### config.mk
export PLATFORM = sky130hd
export DESIGN_NAME = nn_feeder
export DESIGN_NICKNAME = d
export VERILOG_FILES = /design/src/rtl/nn_feeder.sv
export SDC_FILE = /design/constraint.sdc
export NUM_CORES = 1
export LEC_CHECK = 0
export BUFFER_PORTS_ARGS = -buffer_cell sky130_fd_sc_hd__buf_2
export CORE_ASPECT_RATIO = 1.4
export CORE_UTILIZATION = 51
export DETAILED_ROUTE_END_ITERATION = 7
export PLACE_DENSITY = 0.74
export SYNTH_ARGS = -nofsm -noshare
export SYNTH_HDL_FRONTEND = slang
export SYNTH_SLANG_ARGS = --single-unit
### constraint.sdc
create_clock -name clk -period 5.75 [get_ports clk]
set_input_delay 0 -clock clk [delete_from_list [all_inputs] [get_ports clk]]
set_output_delay 0 -clock clk [all_outputs]
set_load 0.01 [all_outputs]
### src/rtl/nn_feeder.sv
`timescale 1ns/1ps
`default_nettype none
// ---------------------------------------------------------------------------
// nn_feeder : buffers host-loaded weight/sample words and streams one training
//             sample at a time into the NN core, returning its result.
// Revision  : 1.0
// ---------------------------------------------------------------------------
module nn_feeder #(
  parameter int DW      = 32,
  parameter int N_D     = 4,
  parameter int N_W1    = 12,
  parameter int N_W2    = 3,
  parameter int TIMEOUT = 1024
) (
  input  logic          clk,
  input  logic          rst,
  input  logic          host_valid,
  output logic          host_ready,
  input  logic [1:0]    host_sel,
  input  logic [DW-1:0] host_data,
  output logic          in_valid_d,
  output logic          in_valid_t,
  output logic          in_valid_w1,
  output logic          in_valid_w2,
  output logic [DW-1:0] data_point,
  output logic [DW-1:0] target,
  output logic [DW-1:0] weight1,
  output logic [DW-1:0] weight2,
  input  logic          nn_out_valid,
  input  logic [DW-1:0] nn_out,
  output logic          res_valid,
  output logic [DW-1:0] res_data,
  output logic [15:0]   res_idx,
  output logic          busy,
  output logic          err_timeout,
  output logic          err_spur
);

  localparam int L_MAX = (N_W1 > N_D) ? N_W1 : N_D;
  localparam int KW    = $clog2(L_MAX + 1);
  localparam int W1CW  = $clog2(N_W1 + 1);
  localparam int W2CW  = $clog2(N_W2 + 1);
  localparam int DCW   = $clog2(N_D + 1);
  localparam int W1IW  = (N_W1 > 1) ? $clog2(N_W1) : 1;
  localparam int W2IW  = (N_W2 > 1) ? $clog2(N_W2) : 1;
  localparam int DIW   = (N_D > 1) ? $clog2(N_D) : 1;
  localparam int TW    = $clog2(TIMEOUT + 1);

  localparam logic [1:0] S_IDLE  = 2'd0;
  localparam logic [1:0] S_ISSUE = 2'd1;
  localparam logic [1:0] S_WAIT  = 2'd2;

  localparam logic [1:0] SEL_W1 = 2'd0;
  localparam logic [1:0] SEL_W2 = 2'd1;
  localparam logic [1:0] SEL_D  = 2'd2;

  localparam logic [KW-1:0]   K_ND      = KW'(N_D);
  localparam logic [KW-1:0]   K_NW1     = KW'(N_W1);
  localparam logic [KW-1:0]   K_NW2     = KW'(N_W2);
  localparam logic [KW-1:0]   K_D_LAST  = KW'(N_D - 1);
  localparam logic [KW-1:0]   K_W1_LAST = KW'(N_W1 - 1);
  localparam logic [TW-1:0]   T_LAST    = TW'(TIMEOUT - 1);
  localparam logic [W1CW-1:0] W1_FULL   = W1CW'(N_W1);
  localparam logic [W2CW-1:0] W2_FULL   = W2CW'(N_W2);
  localparam logic [DCW-1:0]  D_FULL    = DCW'(N_D);

  logic [DW-1:0]   w1_q [N_W1];
  logic [DW-1:0]   w2_q [N_W2];
  logic [DW-1:0]   d_q  [N_D];
  logic [DW-1:0]   t_q;
  logic [W1CW-1:0] w1_cnt_q;
  logic [W2CW-1:0] w2_cnt_q;
  logic [DCW-1:0]  d_cnt_q;
  logic            t_cnt_q;
  logic            weight_valid_q, weight_pending_q;

  logic [1:0]      state_q, state_d;
  logic [KW-1:0]   k_q, k_d;
  logic            send_w_q, send_w_d;
  logic [TW-1:0]   wcnt_q;
  logic            idx_inc_q;

  logic            vd_q, vt_q, vw1_q, vw2_q;
  logic            vd_d, vt_d, vw1_d, vw2_d;
  logic [DW-1:0]   dp_q, tg_q, wo1_q, wo2_q;
  logic [DW-1:0]   dp_d, tg_d, wo1_d, wo2_d;
  logic            res_valid_q, err_timeout_q, err_spur_q;
  logic [DW-1:0]   res_data_q;
  logic [15:0]     res_idx_q;

  logic w1_full, w2_full, d_full, t_full;
  logic weights_done, sample_done, accept, issue_end, wait_exit, issuing;

  assign w1_full      = (w1_cnt_q == W1_FULL);
  assign w2_full      = (w2_cnt_q == W2_FULL);
  assign d_full       = (d_cnt_q == D_FULL);
  assign t_full       = t_cnt_q;
  assign weights_done = w1_full && w2_full;
  assign sample_done  = d_full && t_full;
  assign accept       = host_valid && host_ready;
  assign issue_end    = (state_q == S_ISSUE) && (state_d == S_WAIT);
  assign wait_exit    = (state_q == S_WAIT) && (state_d == S_IDLE);
  assign issuing      = (state_d == S_ISSUE);

  // Weight banks are frozen while a reload is queued or being streamed out.
  always_comb begin
    host_ready = 1'b0;
    case (host_sel)
      SEL_W1, SEL_W2: host_ready = !(weight_pending_q || ((state_q == S_ISSUE) && send_w_q));
      SEL_D:          host_ready = !d_full;
      default:        host_ready = !t_full;
    endcase
  end

  always_comb begin
    state_d  = state_q;
    k_d      = k_q;
    send_w_d = send_w_q;
    case (state_q)
      S_IDLE: begin
        if (sample_done && weight_valid_q) begin
          state_d  = S_ISSUE;
          k_d      = '0;
          send_w_d = weight_pending_q;
        end
      end
      S_ISSUE: begin
        if (k_q == (send_w_q ? K_W1_LAST : K_D_LAST)) state_d = S_WAIT;
        else                                          k_d     = k_q + KW'(1);
      end
      S_WAIT: begin
        if (nn_out_valid || (wcnt_q == T_LAST)) state_d = S_IDLE;
      end
      default: state_d = S_IDLE;
    endcase
  end

  // Strobes are registered from the next-state index so they line up with ISSUE.
  always_comb begin
    vd_d  = issuing && (k_d < K_ND);
    vt_d  = issuing && (k_d == '0);
    vw1_d = issuing && send_w_d && (k_d < K_NW1);
    vw2_d = issuing && send_w_d && (k_d < K_NW2);
    dp_d  = vd_d  ? d_q[k_d[DIW-1:0]]   : '0;
    tg_d  = vt_d  ? t_q                 : '0;
    wo1_d = vw1_d ? w1_q[k_d[W1IW-1:0]] : '0;
    wo2_d = vw2_d ? w2_q[k_d[W2IW-1:0]] : '0;
  end

  always_ff @(posedge clk) begin
    if (accept) begin
      case (host_sel)
        SEL_W1:  if (!w1_full) w1_q[w1_cnt_q[W1IW-1:0]] <= host_data;
        SEL_W2:  if (!w2_full) w2_q[w2_cnt_q[W2IW-1:0]] <= host_data;
        SEL_D:   if (!d_full)  d_q[d_cnt_q[DIW-1:0]]    <= host_data;
        default: if (!t_full)  t_q                      <= host_data;
      endcase
    end
  end

  always_ff @(posedge clk) begin
    if (rst) begin
      state_q          <= S_IDLE;
      k_q              <= '0;
      send_w_q         <= 1'b0;
      wcnt_q           <= '0;
      idx_inc_q        <= 1'b0;
      w1_cnt_q         <= '0;
      w2_cnt_q         <= '0;
      d_cnt_q          <= '0;
      t_cnt_q          <= 1'b0;
      weight_valid_q   <= 1'b0;
      weight_pending_q <= 1'b0;
      vd_q             <= 1'b0;
      vt_q             <= 1'b0;
      vw1_q            <= 1'b0;
      vw2_q            <= 1'b0;
      dp_q             <= '0;
      tg_q             <= '0;
      wo1_q            <= '0;
      wo2_q            <= '0;
      res_valid_q      <= 1'b0;
      res_data_q       <= '0;
      res_idx_q        <= '0;
      err_timeout_q    <= 1'b0;
      err_spur_q       <= 1'b0;
    end else begin
      state_q  <= state_d;
      k_q      <= k_d;
      send_w_q <= send_w_d;
      vd_q     <= vd_d;
      vt_q     <= vt_d;
      vw1_q    <= vw1_d;
      vw2_q    <= vw2_d;
      dp_q     <= dp_d;
      tg_q     <= tg_d;
      wo1_q    <= wo1_d;
      wo2_q    <= wo2_d;

      if (accept) begin
        case (host_sel)
          SEL_W1:  if (!w1_full) w1_cnt_q <= w1_cnt_q + W1CW'(1);
          SEL_W2:  if (!w2_full) w2_cnt_q <= w2_cnt_q + W2CW'(1);
          SEL_D:   if (!d_full)  d_cnt_q  <= d_cnt_q + DCW'(1);
          default: if (!t_full)  t_cnt_q  <= 1'b1;
        endcase
      end
      if (issue_end) begin
        d_cnt_q <= '0;
        t_cnt_q <= 1'b0;
        if (send_w_q) weight_pending_q <= 1'b0;
      end
      if (weights_done) begin
        w1_cnt_q         <= '0;
        w2_cnt_q         <= '0;
        weight_valid_q   <= 1'b1;
        weight_pending_q <= 1'b1;
      end

      wcnt_q      <= (state_q == S_WAIT) ? wcnt_q + TW'(1) : '0;
      res_valid_q <= (state_q == S_WAIT) && nn_out_valid;
      if ((state_q == S_WAIT) && nn_out_valid) res_data_q <= nn_out;
      // Index advances one cycle late so res_idx tags the strobed result.
      idx_inc_q <= wait_exit;
      if (idx_inc_q) res_idx_q <= res_idx_q + 16'd1;
      if ((state_q == S_WAIT) && !nn_out_valid && (wcnt_q == T_LAST)) err_timeout_q <= 1'b1;
      if (nn_out_valid && (state_q != S_WAIT)) err_spur_q <= 1'b1;
    end
  end

  assign in_valid_d  = vd_q;
  assign in_valid_t  = vt_q;
  assign in_valid_w1 = vw1_q;
  assign in_valid_w2 = vw2_q;
  assign data_point  = dp_q;
  assign target      = tg_q;
  assign weight1     = wo1_q;
  assign weight2     = wo2_q;
  assign res_valid   = res_valid_q;
  assign res_data    = res_data_q;
  assign res_idx     = res_idx_q;
  assign busy        = (state_q != S_IDLE);
  assign err_timeout = err_timeout_q;
  assign err_spur    = err_spur_q;

endmodule
`default_nettype wire
* Word-level counts from Yosys, hierarchy flattened
Memories as Yosys holds them, arrays and structs flattened. A register that Yosys moved wholly into a read port is not among the register bits.
Cells that the tools add are included.
** Operators by class
- Bitwise logic cells :: 10
- Equal/unequal tests :: 12
- $add $sub $neg :: 6
- Order comparisons :: 3
- Reductions and logical operators :: 44
- Muxes and demuxes :: 26
** Operator list (number)
- 1-bit two-way mux :: 17
- 16-bit by 1-bit adder with 16-bit output, second input constant :: 1
- 1-bit logical AND :: 16
- 2-bit OR reduction :: 8
- 4-bit two-way mux :: 3
- 3-bit AND reduction :: 4
- 11-bit by 1-bit adder with 11-bit output, second input constant :: 1
- 11-bit by 10-bit equality test with 1-bit output, second input constant :: 1
- 1-bit NOT :: 10
- 4-bit by 1-bit adder with 4-bit output, second input constant :: 2
- 2-bit equality test, second input constant :: 4
- 4-bit one-hot mux with 2 select lines :: 1
- 2-bit by 1-bit equality test with 1-bit output, second input constant :: 3
- 2-bit zero test :: 3
- 2-bit two-way mux :: 3
- 2-bit one-hot mux with 3 select lines :: 1
- 2-bit nonzero test :: 3
- 4-bit equality test :: 1
- 4-bit equality test, second input constant :: 1
- 1-bit zero test :: 4
- 4-bit zero test :: 1
- 4-bit by 2-bit less-than comparator with 1-bit output, second input constant :: 1
- 4-bit by 3-bit less-than comparator with 1-bit output, second input constant :: 1
- 4-bit less-than comparator, second input constant :: 1
- other kinds (8) :: 10
** Word-level totals
- Register bits after elaboration :: 150
- Word-level logic and storage cells :: 126
- Memories kept :: 3
- Bits of input ports :: 70
- Output and inout port bits :: 185
- Memory bits (writable) :: 608
** Memory list
- w1_q :: depth 12, width 32, read ports 1, clocked after Yosys merged registers in 1, wr ports 1, RTL line 67 : logic [DW-1:0] w1_q [N_W1];
- d_q :: depth 4, width 32, read ports 1, clocked after Yosys merged registers in 1, wr ports 1, RTL line 69 : logic [DW-1:0] d_q [N_D];
- w2_q :: depth 3, width 32, read ports 1, clocked after Yosys merged registers in 1, wr ports 1, RTL line 68 : logic [DW-1:0] w2_q [N_W2];

* Longest topological paths before layout
- Word-level depth :: 10
- Depth in mapped cells :: 12
- Mapped depth without buffers :: 9

* Least setup slack after synthesis
OpenSTA, ideal clock, no wires.
- Path kind :: register to register
- From :: register w1_cnt_q[0]
- To :: memory w1_q[3][0] (enable)
- Library setup time :: 0.503 ns
- Buffers on the path :: 0
- Slack :: 1.066 ns
- Arrival :: 4.181 ns
- Cell stages (with the launch flop) :: 6
- Required time :: 5.247 ns
- Period minus slack after synthesis :: 4.684 ns
- Cell sequence :: dfxtp_1 -> inv_1 -> ha_1 -> nand3_1 -> nand4_1 -> nor4_1
** On the way
- Cells in the longest elaborated chain, start to end :: 5
** Ends and longest elaborated chain
- start, declared :: RTL line 71 : logic [W1CW-1:0] w1_cnt_q;
- start signal, assigned :: RTL line 202 : SEL_W1: if (!w1_full) w1_cnt_q <= w1_cnt_q + W1CW'(1);
- 4-bit equality test :: RTL line 94 : assign w1_full = (w1_cnt_q == W1_FULL);
- 1-bit two-way mux :: RTL line 153 : SEL_W1: if (!w1_full) w1_q[w1_cnt_q[W1IW-1:0]] <= host_data;
- 1-bit two-way mux :: RTL line 152 : case (host_sel)
- 1-bit two-way mux :: RTL line 151 : if (accept) begin
- 1-bit two-way mux (implied by the code) :: RTL line 153
- end, declared :: RTL line 67
Parallel ways exist; a longest one is shown, timed or not.

* Worst setup path after layout
- From :: register k_q[0]
- To :: register tg_q[31] (netlist: target[31])
** On the way
- Cells in the longest elaborated chain, start to end :: 7
- Elaborated cells between the ends (all ways) :: 12
- Those cells by class :: add/sub (1); eq/ne (2); mux (5); bitwise (1); reduce/logical (3)
** Ends and longest elaborated chain
- start, declared :: RTL line 78 : logic [KW-1:0] k_q, k_d;
- start signal, assigned :: RTL line 189 : k_q <= k_d;
- 4-bit by 1-bit adder with 4-bit output or 4-bit equality test (tied branches) :: RTL line 129, 128
- 4-bit two-way mux or 2-bit two-way mux (tied branches) :: RTL line 128 : if (k_q == (send_w_q ? K_W1_LAST : K_D_LAST)) state_d = S_WAIT;
- 4-bit one-hot mux with 2 select lines or 2-bit one-hot mux with 3 select lines (tied branches) :: RTL line 119 : case (state_q)
- 4-bit zero test or 2-bit by 1-bit equality test with 1-bit output (tied branches) :: RTL line 141, 103
- 1-bit logical AND * :: RTL line 141 : vt_d = issuing && (k_d == '0);
- 1-bit NOT (no source line) *
- 2-bit OR reduction (no source line) *
- end signal, assigned :: RTL line 196 : tg_q <= tg_d;
- end, declared :: RTL line 85 : logic [DW-1:0] dp_q, tg_q, wo1_q, wo2_q;
Every way passes the cells marked *; elsewhere a longest branch is shown, timed or not.
A chain may end at the register's enable or synchronous reset.

==> impl_metrics.ini <==
[status]
status = complete, no violations

[clock_tree]
clkSlewWorstSetupHoldPaths_ns = 0.06
clock_path_buffers = 3
cts_buffers = 78
clk_latency_ns = 0.62
htreeDepth = 3
cts_setup_buffers = 0
cts_tree = built
cts_resized = 0
root_buffer = clkbuf_16
cts.sinks = 854
hold_buffers = 71

[synth]
synth_area_leader_cell = edfxtp_1
synth.avg_cell_area_um2 = 14.9
synthMuxAreaShare = 0.0579
synth_top_area_share = 0.614
synthAdderAreaFrac = 0.00600
syn_area_mm2 = 0.0313
synth_cells = 2093
synth_edf_count = 640
synthXorXnorAreaFrac = 0.00780
ys_types = 69
ys.flop_type = edfxtp_1
netlist_top_cells_area = edfxtp_1 61%, dfxtp_1 14%, nand2_1 3.4%, mux2i_1 2.6%, nand3_1 2.2%
synthSimpleGateAreaFrac = 0.0977
synth-compound-area-share = 0.0580
seq_area_frac_synth = 0.751
synth_nets = 2178
ys_warn_count = 0
synth_top_family_by_area = simple AND/OR/NAND/NOR gates
ys_ff_latch = 854
async_reset_ff_frac = 0

[global_routing]
use_met3 = 0.0388
grt_usage = 0.243
busiest_layer = met2
globalRouteMet1Util = 0.294
grt_overflow_total = 0
grt_max_degree = 175
antenna_found_initial = 0
grt_pass1_wl_um = 112000
grt_pass1_vias = 18879
use_met2 = 0.426

[timing]
period_minus_slack_ns = 3.93
setup_viol = 0
slew_headroom = 0.219
rsz0062_at_grt = false
max_freq_ghz = 0.254
hold_viol = 0
period_share = 0.684
fin_worst_skew_ns = 0.0240
timing_worst_slew_pin_value_ns = 1.17
slew_violations = 0
fin_tns_setup_ns = 0

[pwr]
p_leak_nw = 13.4
total_power_mw = 11.9
pwr_density_cell_mw_per_mm2 = 327
irDropWorstVdd_mv = 0.203

[worst_setup_path]
critical_path_buf_inv_count = 3
path_depth = 9
cp_top_family = buffers and inverters
crit_chain = ha_1, nor2b_1, a211oi_4, buf_4, o21ai_4, buf_12, and3_1, buf_4, and2_1
crit_top_cell = buf_4
reg2reg_depth = 9
cp-start-kind = flop
cp_slowest_cell = buf_12
rr_startpoint = k_q[0]
critPathArrivalTime_ns = 4.48
slowest_delay_ns = 0.72
critPathCaptureType = flop
cp_max_fo = 174
r2r_setup_slack_ns = 1.82
crit_required_ns = 6.29
worst_r2r_endpoint = target[31]
cp-startpoint = k_q[0]
critical_path_class = reg2reg
cp-endpoint = target[31]

[cells_and_area]
multi_input_area_mm2 = 0.00716
antennaDiodeCount = 0
final_common_cell = edfxtp_1
synthToLayoutAreaGrowth_pct = 16.8
register_area_mm2 = 0.0235
fill_cells = 4420
num-nets-final = 2498
drive_above_1_share = 0.200
final_cell_mix = 640 x edfxtp_1, 286 x nand2_1, 254 x buf_2

[floorplan]
start_util = 0.515
fp.dieH_um = 295
coreArea_mm2 = 0.0608
row_count = 107
ios = 255
die_width_um = 211
die_area_mm2 = 0.0624

[route]
drt-initial-drc-count = 1590
viasPerCell = 5.73
antenna_left = 0
vias = 18871
drc_errors = 0
routed_wirelength_um = 76200
drtPass1Iterations = 6
wl_per_cell_um = 23.2

[job]
max_cap_viol_count = 0

[placed_design]
place_congestion = 0.838
dp_hpwl_um = 43700
io_buffers = 254

[min_path]
holdCritPathClass = in2reg
hold-path-cell-count = 4
[tightest hold or removal path, cell delays in order]
cell and delay [ns]:
dlygate4sd3_1 0.54, buf_2 0.12, nand2_1 0.05, a21oi_1 0.05
[synth_stat cells, types with 4 or more instances]
master,count
o21ai_0,12
a21o_1,4
o311ai_0,6
or3_1,11
clkbuf_1,69
o2111ai_1,18
mux2_2,56
mux4_2,13
inv_1,16
o22ai_1,33
buf_1,10
a21oi_1,50
buf_2,28
and2_1,57
nand3_1,140
nor3_1,7
and3_1,47
nand4_1,7
ha_1,15
edfxtp_1,640
o22a_1,14
o211ai_1,28
nand2_1,286
dfxtp_1,214
a211o_1,8
xor2_1,14
buf_4,12
xnor2_1,12
nor2_1,78
nand2b_1,4
mux2i_1,80
a32oi_1,14
a311oi_1,35
[metal layers]
| layer | routed length (µm) | share of wire |
|---|---|---|
| met1 | 29100 | 0.38 |
| met4 | 2980 | 0.039 |
| met3 | 4980 | 0.065 |
| met2 | 39200 | 0.51 |
| met5 | 0 | 0 |
[worst min path at each step]
| stage | to | slack, ns | startpoint |
|---|---|---|---|
| 2_1_floorplan | d_q[0][0] | 0.1 | host_data[0] |
| 5_1_grt | res_data[17] | 0.18 | nn_out[17] |
| 6_report | res_data[17] | 0.18 | nn_out[17] |
| 4_1_cts | res_data[18] | 0.14 | nn_out[18] |
| 3_5_place_dp | res_data[4] | 0.25 | nn_out[4] |
| 3_3_place_gp | res_data[4] | 0.24 | nn_out[4] |
[logic make-up after synthesis]
group           count (synthesis)
compound gates                245
xor+xnor                       27
simple gates                  657
flops                         854
mux                           154
fa+ha+maj                      15
buf+inv                       141
[stage by stage]
step	std cells	hold WS, ns	worst slack (ns)	utilization	cell area [µm²]
final	3291	0.184	1.82	0.601	36600
after floorplan	2093	0.0989	1.07	-	31300
after global routing	3291	0.183	1.56	0.601	36600
after detailed placement	3079	0.246	1.87	0.549	33300
after global placement	3079	0.242	2.02	0.549	33300
after CTS	3291	0.138	1.85	0.601	36600
[sequential cells by signal, indices dropped and copies added, names as in the netlist, 2 cells and up]
name	cells
d_cnt_q	3
d_q	128
data_point	32
k_q	4
res_data	32
res_idx	16
state_q	2
t_q	32
target	32
w1_cnt_q	4
w1_q	384
w2_cnt_q	2
w2_q	96
wcnt_q	11
weight1	32
weight2	32
[cell type report]
cell class                 instances  share of cell area
tap                              817              0.0280
timing repair buffer             364              0.0632
clock inverter                    33             0.00856
sequential                       854               0.643
inverter                          17             0.00175
clock buffer                     108              0.0598
multi-input combinational       1098               0.196
[report_power, final]
part           internal [mW]  total [mW]  switching (mW)
sequential              6.65        6.66         0.00932
combinational         0.0683       0.215           0.147
clock                   2.89        5.06            2.17
No activity file was read; power rests on OpenSTA's default activity.
